## src/rtl/tug_scorer.sv

```systemverilog
// Round scorer and LED driver for the tug-of-war datapath.
// Tracks the rope position, decides normal and speed rounds, and renders
// the LED bar for whatever display code the master controller selects.
module tug_scorer #(
    parameter int NPOS         = 9,
    parameter int POS_W        = 4,
    parameter int SPEED_TARGET = 10,
    parameter int SPD_W        = 5
) (
    input  logic             clk,
    input  logic             rst,
    input  logic             pbl,
    input  logic             pbr,
    input  logic             clear,
    input  logic             leds_on,
    input  logic             fake,
    input  logic             speed_round,
    input  logic [2:0]       led_control,
    output logic             winrnd,
    output logic             winspeed,
    output logic             match_over,
    output logic [POS_W-1:0] position,
    output logic [NPOS-1:0]  leds
);

    localparam int                CTR     = (NPOS - 1) / 2;
    localparam logic [POS_W-1:0]  CTR_POS = POS_W'(CTR);
    localparam logic [POS_W-1:0]  MAX_POS = POS_W'(NPOS - 1);
    localparam logic [SPD_W-1:0]  TARGET  = SPD_W'(SPEED_TARGET);
    localparam logic [SPD_W-1:0]  ONE_SPD = SPD_W'(1);
    localparam logic signed [POS_W+1:0] MAX_SUM = (POS_W+2)'(NPOS - 1);
    localparam logic signed [POS_W+1:0] STEP_UP = (POS_W+2)'(1);
    localparam logic signed [POS_W+1:0] STEP_DN = -(POS_W+2)'(1);

    logic [POS_W-1:0] position_q, position_d;
    logic             winrnd_q, winrnd_d;
    logic             winspeed_q, winspeed_d;
    logic             speed_winner_q, speed_winner_d;
    logic [SPD_W-1:0] cntl_q, cntl_d;
    logic [SPD_W-1:0] cntr_q, cntr_d;
    logic [NPOS-1:0]  leds_q, leds_d;

    logic                    normal_active;
    logic                    fair;
    logic                    inc_l, inc_r;
    logic                    hit_l, hit_r;
    logic signed [POS_W+1:0] norm_step;
    logic signed [POS_W+1:0] spd_step;
    logic signed [POS_W+1:0] pos_sum;

    assign match_over = (position_q == '0) || (position_q == MAX_POS);
    assign position   = position_q;
    assign winrnd     = winrnd_q;
    assign winspeed   = winspeed_q;
    assign leds       = leds_q;

    // Normal round: judge the first press of the round and latch the decision
    always_comb begin
        normal_active = !clear && !winrnd_q;
        fair          = leds_on && !fake;
        norm_step     = '0;
        if (normal_active && pbl && !pbr) begin
            norm_step = fair ? STEP_UP : STEP_DN;
        end else if (normal_active && pbr && !pbl) begin
            norm_step = fair ? STEP_DN : STEP_UP;
        end
        winrnd_d = winrnd_q;
        if (clear) begin
            winrnd_d = 1'b0;
        end else if (normal_active && (pbl || pbr)) begin
            winrnd_d = 1'b1;
        end
    end

    // Speed round: count presses per side and declare the first to reach target
    always_comb begin
        cntl_d         = cntl_q;
        cntr_d         = cntr_q;
        winspeed_d     = winspeed_q;
        speed_winner_d = speed_winner_q;
        spd_step       = '0;
        inc_l          = 1'b0;
        inc_r          = 1'b0;
        hit_l          = 1'b0;
        hit_r          = 1'b0;
        if (!speed_round) begin
            cntl_d     = '0;
            cntr_d     = '0;
            winspeed_d = 1'b0;
        end else if (!winspeed_q) begin
            inc_l = pbl && (cntl_q != TARGET);
            inc_r = pbr && (cntr_q != TARGET);
            hit_l = inc_l && (cntl_q == TARGET - ONE_SPD);
            hit_r = inc_r && (cntr_q == TARGET - ONE_SPD);
            if (inc_l) begin
                cntl_d = cntl_q + ONE_SPD;
            end
            if (inc_r) begin
                cntr_d = cntr_q + ONE_SPD;
            end
            if (hit_l || hit_r) begin
                winspeed_d = 1'b1;
            end
            if (hit_l && !hit_r) begin
                speed_winner_d = 1'b1;
                spd_step       = STEP_UP;
            end else if (hit_r && !hit_l) begin
                speed_winner_d = 1'b0;
                spd_step       = STEP_DN;
            end
        end
    end

    // Rope position: restart to centre, or apply both step sources with saturation
    always_comb begin
        pos_sum    = $signed({2'b00, position_q}) + norm_step + spd_step;
        position_d = position_q;
        if (clear && (led_control == 3'b010) && match_over) begin
            position_d = CTR_POS;
        end else if (!match_over) begin
            if (pos_sum[POS_W+1]) begin
                position_d = '0;
            end else if (pos_sum > MAX_SUM) begin
                position_d = MAX_POS;
            end else begin
                position_d = pos_sum[POS_W-1:0];
            end
        end
    end

    // LED bar decode from the display code and the current scoring state
    always_comb begin
        leds_d = '0;
        if (leds_on) begin
            case (led_control)
                3'b001:  leds_d[CTR] = 1'b1;
                3'b010:  leds_d = '1;
                3'b011:  leds_d[position_q] = 1'b1;
                3'b100:  leds_d[MAX_POS - position_q] = 1'b1;
                3'b110: begin
                    for (int i = 0; i < NPOS; i++) begin
                        leds_d[i] = (i == CTR) || (speed_winner_q ? (i > CTR) : (i < CTR));
                    end
                end
                default: leds_d = '0;
            endcase
        end
    end

    // State registers with asynchronous reset back to the idle match state
    always_ff @(posedge clk or posedge rst) begin
        if (rst) begin
            position_q     <= CTR_POS;
            winrnd_q       <= 1'b0;
            winspeed_q     <= 1'b0;
            speed_winner_q <= 1'b0;
            cntl_q         <= '0;
            cntr_q         <= '0;
            leds_q         <= '0;
        end else begin
            position_q     <= position_d;
            winrnd_q       <= winrnd_d;
            winspeed_q     <= winspeed_d;
            speed_winner_q <= speed_winner_d;
            cntl_q         <= cntl_d;
            cntr_q         <= cntr_d;
            leds_q         <= leds_d;
        end
    end

endmodule
```

## config.mk

```make
export PLATFORM = sky130hd
export DESIGN_NAME = tug_scorer
export DESIGN_NICKNAME = d
export VERILOG_FILES = /design/src/rtl/tug_scorer.sv
export SDC_FILE = /design/constraint.sdc
export NUM_CORES = 1
export LEC_CHECK = 0
export BUFFER_PORTS_ARGS = -buffer_cell sky130_fd_sc_hd__buf_2
export CORE_MARGIN = 2
export CORE_UTILIZATION = 51
export DETAILED_ROUTE_END_ITERATION = 8
export PLACE_DENSITY_LB_ADDON = 0.08
export SYNTH_ARGS = -nofsm -noshare
export SYNTH_HDL_FRONTEND = slang
export SYNTH_SLANG_ARGS = --single-unit
```

## constraint.sdc

```tcl
create_clock -name clk -period 3.44 [get_ports clk]
set_input_delay 0.688 -clock clk [delete_from_list [all_inputs] [get_ports clk]]
set_output_delay 0.688 -clock clk [all_outputs]
set_load 0.02 [all_outputs]
```

---- Word-level counts from Yosys, hierarchy flattened ----
Cells that the tools add are included.
cells by class
  add/subtract/negate cells ............... 5
  order comparisons ....................... 5
  equality and inequality tests ........... 14
  mux-type cells .......................... 35
  bitwise operators ....................... 1
  reductions and logical operators ........ 34
operators with widths
  operator                                                                              count
  6-bit two-way mux                                                                     8
  4-bit one-hot mux with 4 select lines                                                 2
  5-bit two-way mux                                                                     6
  1-bit logical AND                                                                     17
  4-bit two-way mux                                                                     4
  1-bit two-way mux                                                                     11
  5-bit by 1-bit adder with 5-bit output (second input constant)                        2
  5-bit by 4-bit == test with 1-bit output (second input constant)                      2
  4-bit by 5-bit < comparator with 1-bit output (second input constant)                 2
  5-bit by 4-bit != test with 1-bit output (second input constant)                      2
  9-bit two-way mux                                                                     1
  1-bit demux with 4-bit select                                                         2
  4-bit by 1-bit greater-or-equal comparator with 1-bit output (second input constant)  2
  1-bit logical NOT                                                                     7
  5-bit by 6-bit adder with 6-bit output                                                1
  6-bit adder                                                                           1
  3-bit by 2-bit == test with 1-bit output (second input constant)                      2
  3-bit == test (second input constant)                                                 2
  6-bit by 5-bit > comparator with 1-bit output (second input constant)                 1
  2-bit by 1-bit != test with 1-bit output (second input constant)                      3
  4-bit == test (second input constant)                                                 1
  4-bit logical NOT                                                                     1
  2-bit AND reduction                                                                   2
  2-bit nonzero test                                                                    2
  other kinds (8)                                                                       10
word-level totals
  register bits after elaboration ......... 26
  bits of input ports ..................... 11
  logic and storage cells ................. 101

---- Logic depth before layout (Yosys ltp) ----
  word-level depth ........................ 15
  depth in mapped cells ................... 14

---- Worst setup path after synthesis ----
Ideal clock, no wire load.
  kind .................................... input-to-reg
  start ................................... input fake
  end ..................................... register position_q[0] (netlist: position[0])
  setup time .............................. 130 ps
  arrival ................................. 3231 ps
  required time ........................... 3310 ps
  path slack .............................. 79 ps
  cell stages on the path ................. 11
  buffers on the path ..................... 0
  cell sequence ........................... nand2b_1 > mux2i_1 > nor3_1 > inv_1 > fa_1 > inv_1 > fa_1 > xnor2_1 > a31o_2 > o211ai_1 > nor3_1
between the ends
  cells in the longest elaborated chain, start to end .. 12
  elaborated cells between the ends (all ways) .. 13
RTL lines
  element                                        RTL line  source
  from (decl)                                    16        input logic fake,
  1-bit logical NOT (*)                          60        fair = leds_on && !fake;
  1-bit logical AND (*)                          60
  6-bit two-way mux                              65        norm_step = fair ? STEP_DN : STEP_UP;
  6-bit two-way mux                              64        end else if (normal_active && pbr && !pbl) begin
  6-bit two-way mux (*)                          62        if (normal_active && pbl && !pbr) begin
  5-bit by 6-bit adder with 6-bit output (*)     116       pos_sum = $signed({2'b00, position_q}) + norm_step + spd_step;
  6-bit adder (*)                                116
  6-bit by 5-bit > comparator with 1-bit output  123       end else if (pos_sum > MAX_SUM) begin
  4-bit two-way mux                              123
  4-bit two-way mux (*)                          121       if (pos_sum[POS_W+1]) begin
  4-bit two-way mux (*)                          120       end else if (!match_over) begin
  4-bit two-way mux (*)                          118       if (clear && (led_control == 3'b010) && match_over) begin
  to (signal assigned)                           161       position_q <= position_d;
  to (decl)                                      35        logic [POS_W-1:0] position_q, position_d;
Every way passes the cells marked *; elsewhere a longest branch is shown, timed or not. The select of a mux whose other input is x is not followed.
A chain may end at the register's enable or synchronous reset.

---- Final worst setup path ----
  start ................................... register cntl_q[0]
  end ..................................... register position_q[0] (netlist: position[0])
between the ends
  cells in the longest elaborated chain, start to end .. 15
  elaborated cells between the ends (all ways) .. 17
RTL lines
  element                                        RTL line  source
  from (decl)                                    39        logic [SPD_W-1:0] cntl_q, cntl_d;
  from (signal assigned)                         165       cntl_q <= cntl_d;
  5-bit by 4-bit != test with 1-bit output       91        inc_l = pbl && (cntl_q != TARGET);
  1-bit logical AND                              91
  1-bit logical AND (*)                          93        hit_l = inc_l && (cntl_q == TARGET - ONE_SPD);
  1-bit logical NOT                              107       end else if (hit_r && !hit_l) begin
  1-bit logical AND                              107
  6-bit two-way mux                              107
  6-bit two-way mux (*)                          104       if (hit_l && !hit_r) begin
  6-bit two-way mux (*)                          90        end else if (!winspeed_q) begin
  6-bit two-way mux (*)                          86        if (!speed_round) begin
  6-bit adder (*)                                116
  6-bit by 5-bit > comparator with 1-bit output  123
  4-bit two-way mux                              123
  4-bit two-way mux (*)                          121
  4-bit two-way mux (*)                          120
  4-bit two-way mux (*)                          118
Marked as above.

==> key figures <==
Yosys
  • Post-synthesis cell area: 1758 µm²
  • Ys flop type: dfrtp_1
  • Synth Warn #: 0
  • Yosys reg bits: 26
  • Mean area per synthesized cell: around 9.5 µm²
  • Largest cells by area after synthesis: dfrtp_1 (36%), ha_1 (10%), fa_1 (6.8%)
  • Sequential cell area fraction in the yosys report: 37.08%
  • Post-synth top area share: 35.59%
  • Cells after Synth: 186
  • Synth Net Count: 217
  • Post-synth EDFFs: 0
  • Area leader, netlist: dfrtp_1
  • Synth top cells by count: dfrtp_1 (25), inv_1 (21), nand2_1 (18)
  • Number of distinct library cells after synthesis: just over 40
  • Async SR Flop Fraction: 100.0%
  • Most numerous cell in the Yosys netlist: dfrtp_1

Timing
  • Final setup margin: between 0.15 and 0.2 ns
  • Max Freq: 307.0 MHz
  • Final Hold Viols: 0
  • RSZ-0062 raised after global routing: false
  • Hold Slack: 0.5671 ns
  • Setup_tns: 0 ns
  • Max-slew headroom: a little over a third
  • Max Clock Skew: approximately 0.0022 ns
  • Crit path time final: 3.257 ns
  • Fin crit share: a little over nine tenths
  • Worst-margin pin slew: 0.9583 ns
  • Final setup vio count: 0
  • Slew Limit Fails: 0

Status
  • Outcome: finished clean

Power and ir drop
  • LEAKAGE: about 1.1 nW
  • Peak supply drop: ~0.16 mV
  • PD cells: 315.0 nW/µm²
  • PnR Total Power: 0.6377 mW

Route
  • Via count: approximately 1400
  • Initial drt markers: 70
  • DRC Markers: 0
  • DR vias/cell: 5.286
  • Avg WL per Cell: 13.17 µm
  • Total iterations of the first detailed-routing run: 4
  • Routed wire length: ~3500 µm
  • Post-route ant nets: 0

Clock tree
  • CTS tree: built
  • H-tree depth: 1
  • CTS buffer count: 3
  • CTS Hold Bufs: 0
  • Buffers from clock root to sink, at most: 2
  • CTS Sinks: 26
  • Worst-path clk slew: around 0.13 ns
  • Clock Latency Late Sink: 0.31 ns
  • Clock Tree Root: clkbuf_4

Floorplan
  • CORE AREA: around 3300 µm²
  • Die H: between 60 and 70 µm
  • IO Count: 27
  • Die width: 62.71 µm
  • Core Rows: 21
  • Area of the die: 3933 µm²
  • Initial Utilization: 53.10%

Worst setup path
  • Critical Path RT: roughly 3.7 ns
  • Crit path cell chain: inv_1 > ha_1 > nand4b_1 > ha_1 > nand3_1 > inv_1 > fa_1 > ha_1 > fa_2 > xnor2_1 > a31o_2 > o211ai_1 > nor3_1
  • Critical Path AT: 3.46 ns
  • CP max-delay cell: fa_1
  • Worst setup SP type: flop
  • CP endpoint kind: flop
  • Crit path max fanout: 5
  • Path type of the worst setup path: reg2reg
  • CP dominant cell by count: ha_1
  • Largest stage delay on the critical path: roughly 0.44 ns

GRT
  • Antenna violations before repair: 0
  • GRT Overall Usage: 19.36%
  • Global-route wire length before repair: a little over 6000 µm
  • Vias in the first global route: 1387
  • Gr ovfl total: 0
  • Largest net degree at the start of global routing: 27

Place
  • Port Buffers: 26
  • Setup WS pre-CTS: -0.009654 ns
  • Placed cell area: about 2000 µm²
  • Routability-driven placement congestion ratio: between 0.8 and 0.9
  • Post-DP HPWL: 2773 µm
  • Cells after DPL: 259

Layout
  • Non-filler cells, final: 266
  • # fillers: between 300 and 400
  • Ant. Diodes: 0
  • Share of cells above drive strength 1: 20.00%
  • Fin area: 2024 µm²
  • Final nets: 252
  • Area Overhead vs Synth: 15.16%
  • Final Util: 61.15%

Run
  • Max Cap Viol: 0

Hold path
  • Hold crit path type: in2async
kinds of logic after synthesis:
kind of cell | Yosys count | synth area share, %
buffers and inverters | 24 | 5.196
adders and majority gates | 20 | 16.80
DFF | 26 | 37.08
xor gates and xnor gates | 7 | 3.488
AOI/OAI and AO/OA | 28 | 10.39
and+or+nand+nor | 76 | 24.13
muxes | 5 | 2.918
worst max-delay path, delay by kind of cell, from the launching register on:
kind	cells	cell delay [ns]
AOI/OAI and AO/OA	2	0.52
xor gates and xnor gates	1	0.14
buffers and inverters	2	0.15
adders and majority gates	5	1.52
and+or+nand+nor	3	0.42
DFF	1	0.40
report_power, final:
part           internal (mW)  switching (mW)
Combinational         0.0626          0.0903
Clock                 0.0646          0.0858
Sequential             0.320          0.0147
Total                  0.447           0.191
sequential cells by signal (all words and copies together) (netlist names):
| register | count |
|---|---|
| winspeed | 1 |
| speed_winner_q | 1 |
| cntl_q | 5 |
| winrnd | 1 |
| cntr_q | 5 |
| position | 4 |
| leds | 9 |
metal layers:
metal  GRT usage [%]  routed length, µm
met2           32.80               1732
met4           4.444                 23
met1           26.44               1638
met3           2.703                108
met5               0                  0
final timing paths:
path	from	end	slack [ns]	cells after the start
setup / recovery	cntl_q[0]$_DFFE_PP0P_	position[0]$_DFFE_PP0P_	0.18	13
hold / removal	rst	cntl_q[0]$_DFFE_PP0P_	0.57	2
setup reg to reg	cntl_q[0]$_DFFE_PP0P_	position[0]$_DFFE_PP0P_	0.18	13
hold reg to reg	speed_winner_q$_DFFE_PP0P_	speed_winner_q$_DFFE_PP0P_	0.57	1
max in group asynchronous	rst	speed_winner_q$_DFFE_PP0P_	2.29	2
min in group clk	speed_winner_q$_DFFE_PP0P_	speed_winner_q$_DFFE_PP0P_	0.57	1
layout make-up:
cell class | count | area (µm²) | share of cell area [%]
multi-input combinational | 136 | 1017 | 50.25
sequential | 26 | 651.9 | 32.20
timing repair buffer | 33 | 182.7 | 9.023
inverter | 21 | 78.83 | 3.894
tap | 46 | 57.56 | 2.843
clock buffer | 4 | 36.28 | 1.792
what timing repair did:
item	in CTS	in global routing
endpoints found under the hold margin	0	0
gates resized for setup	0	1
endpoints found under the setup margin	0	4
buffers inserted	0	3
cells in the final DEF, fill, tap and decap left out, types with 7 or more instances in the layout:
cell type	n
nand3_1	14
dfrtp_1	25
o21ai_0	7
buf_2	26
ha_1	14
xnor2_1	7
buf_4	7
inv_1	21
nand2_1	18
nand2b_1	7
Power figures use the tool's default switching activity.
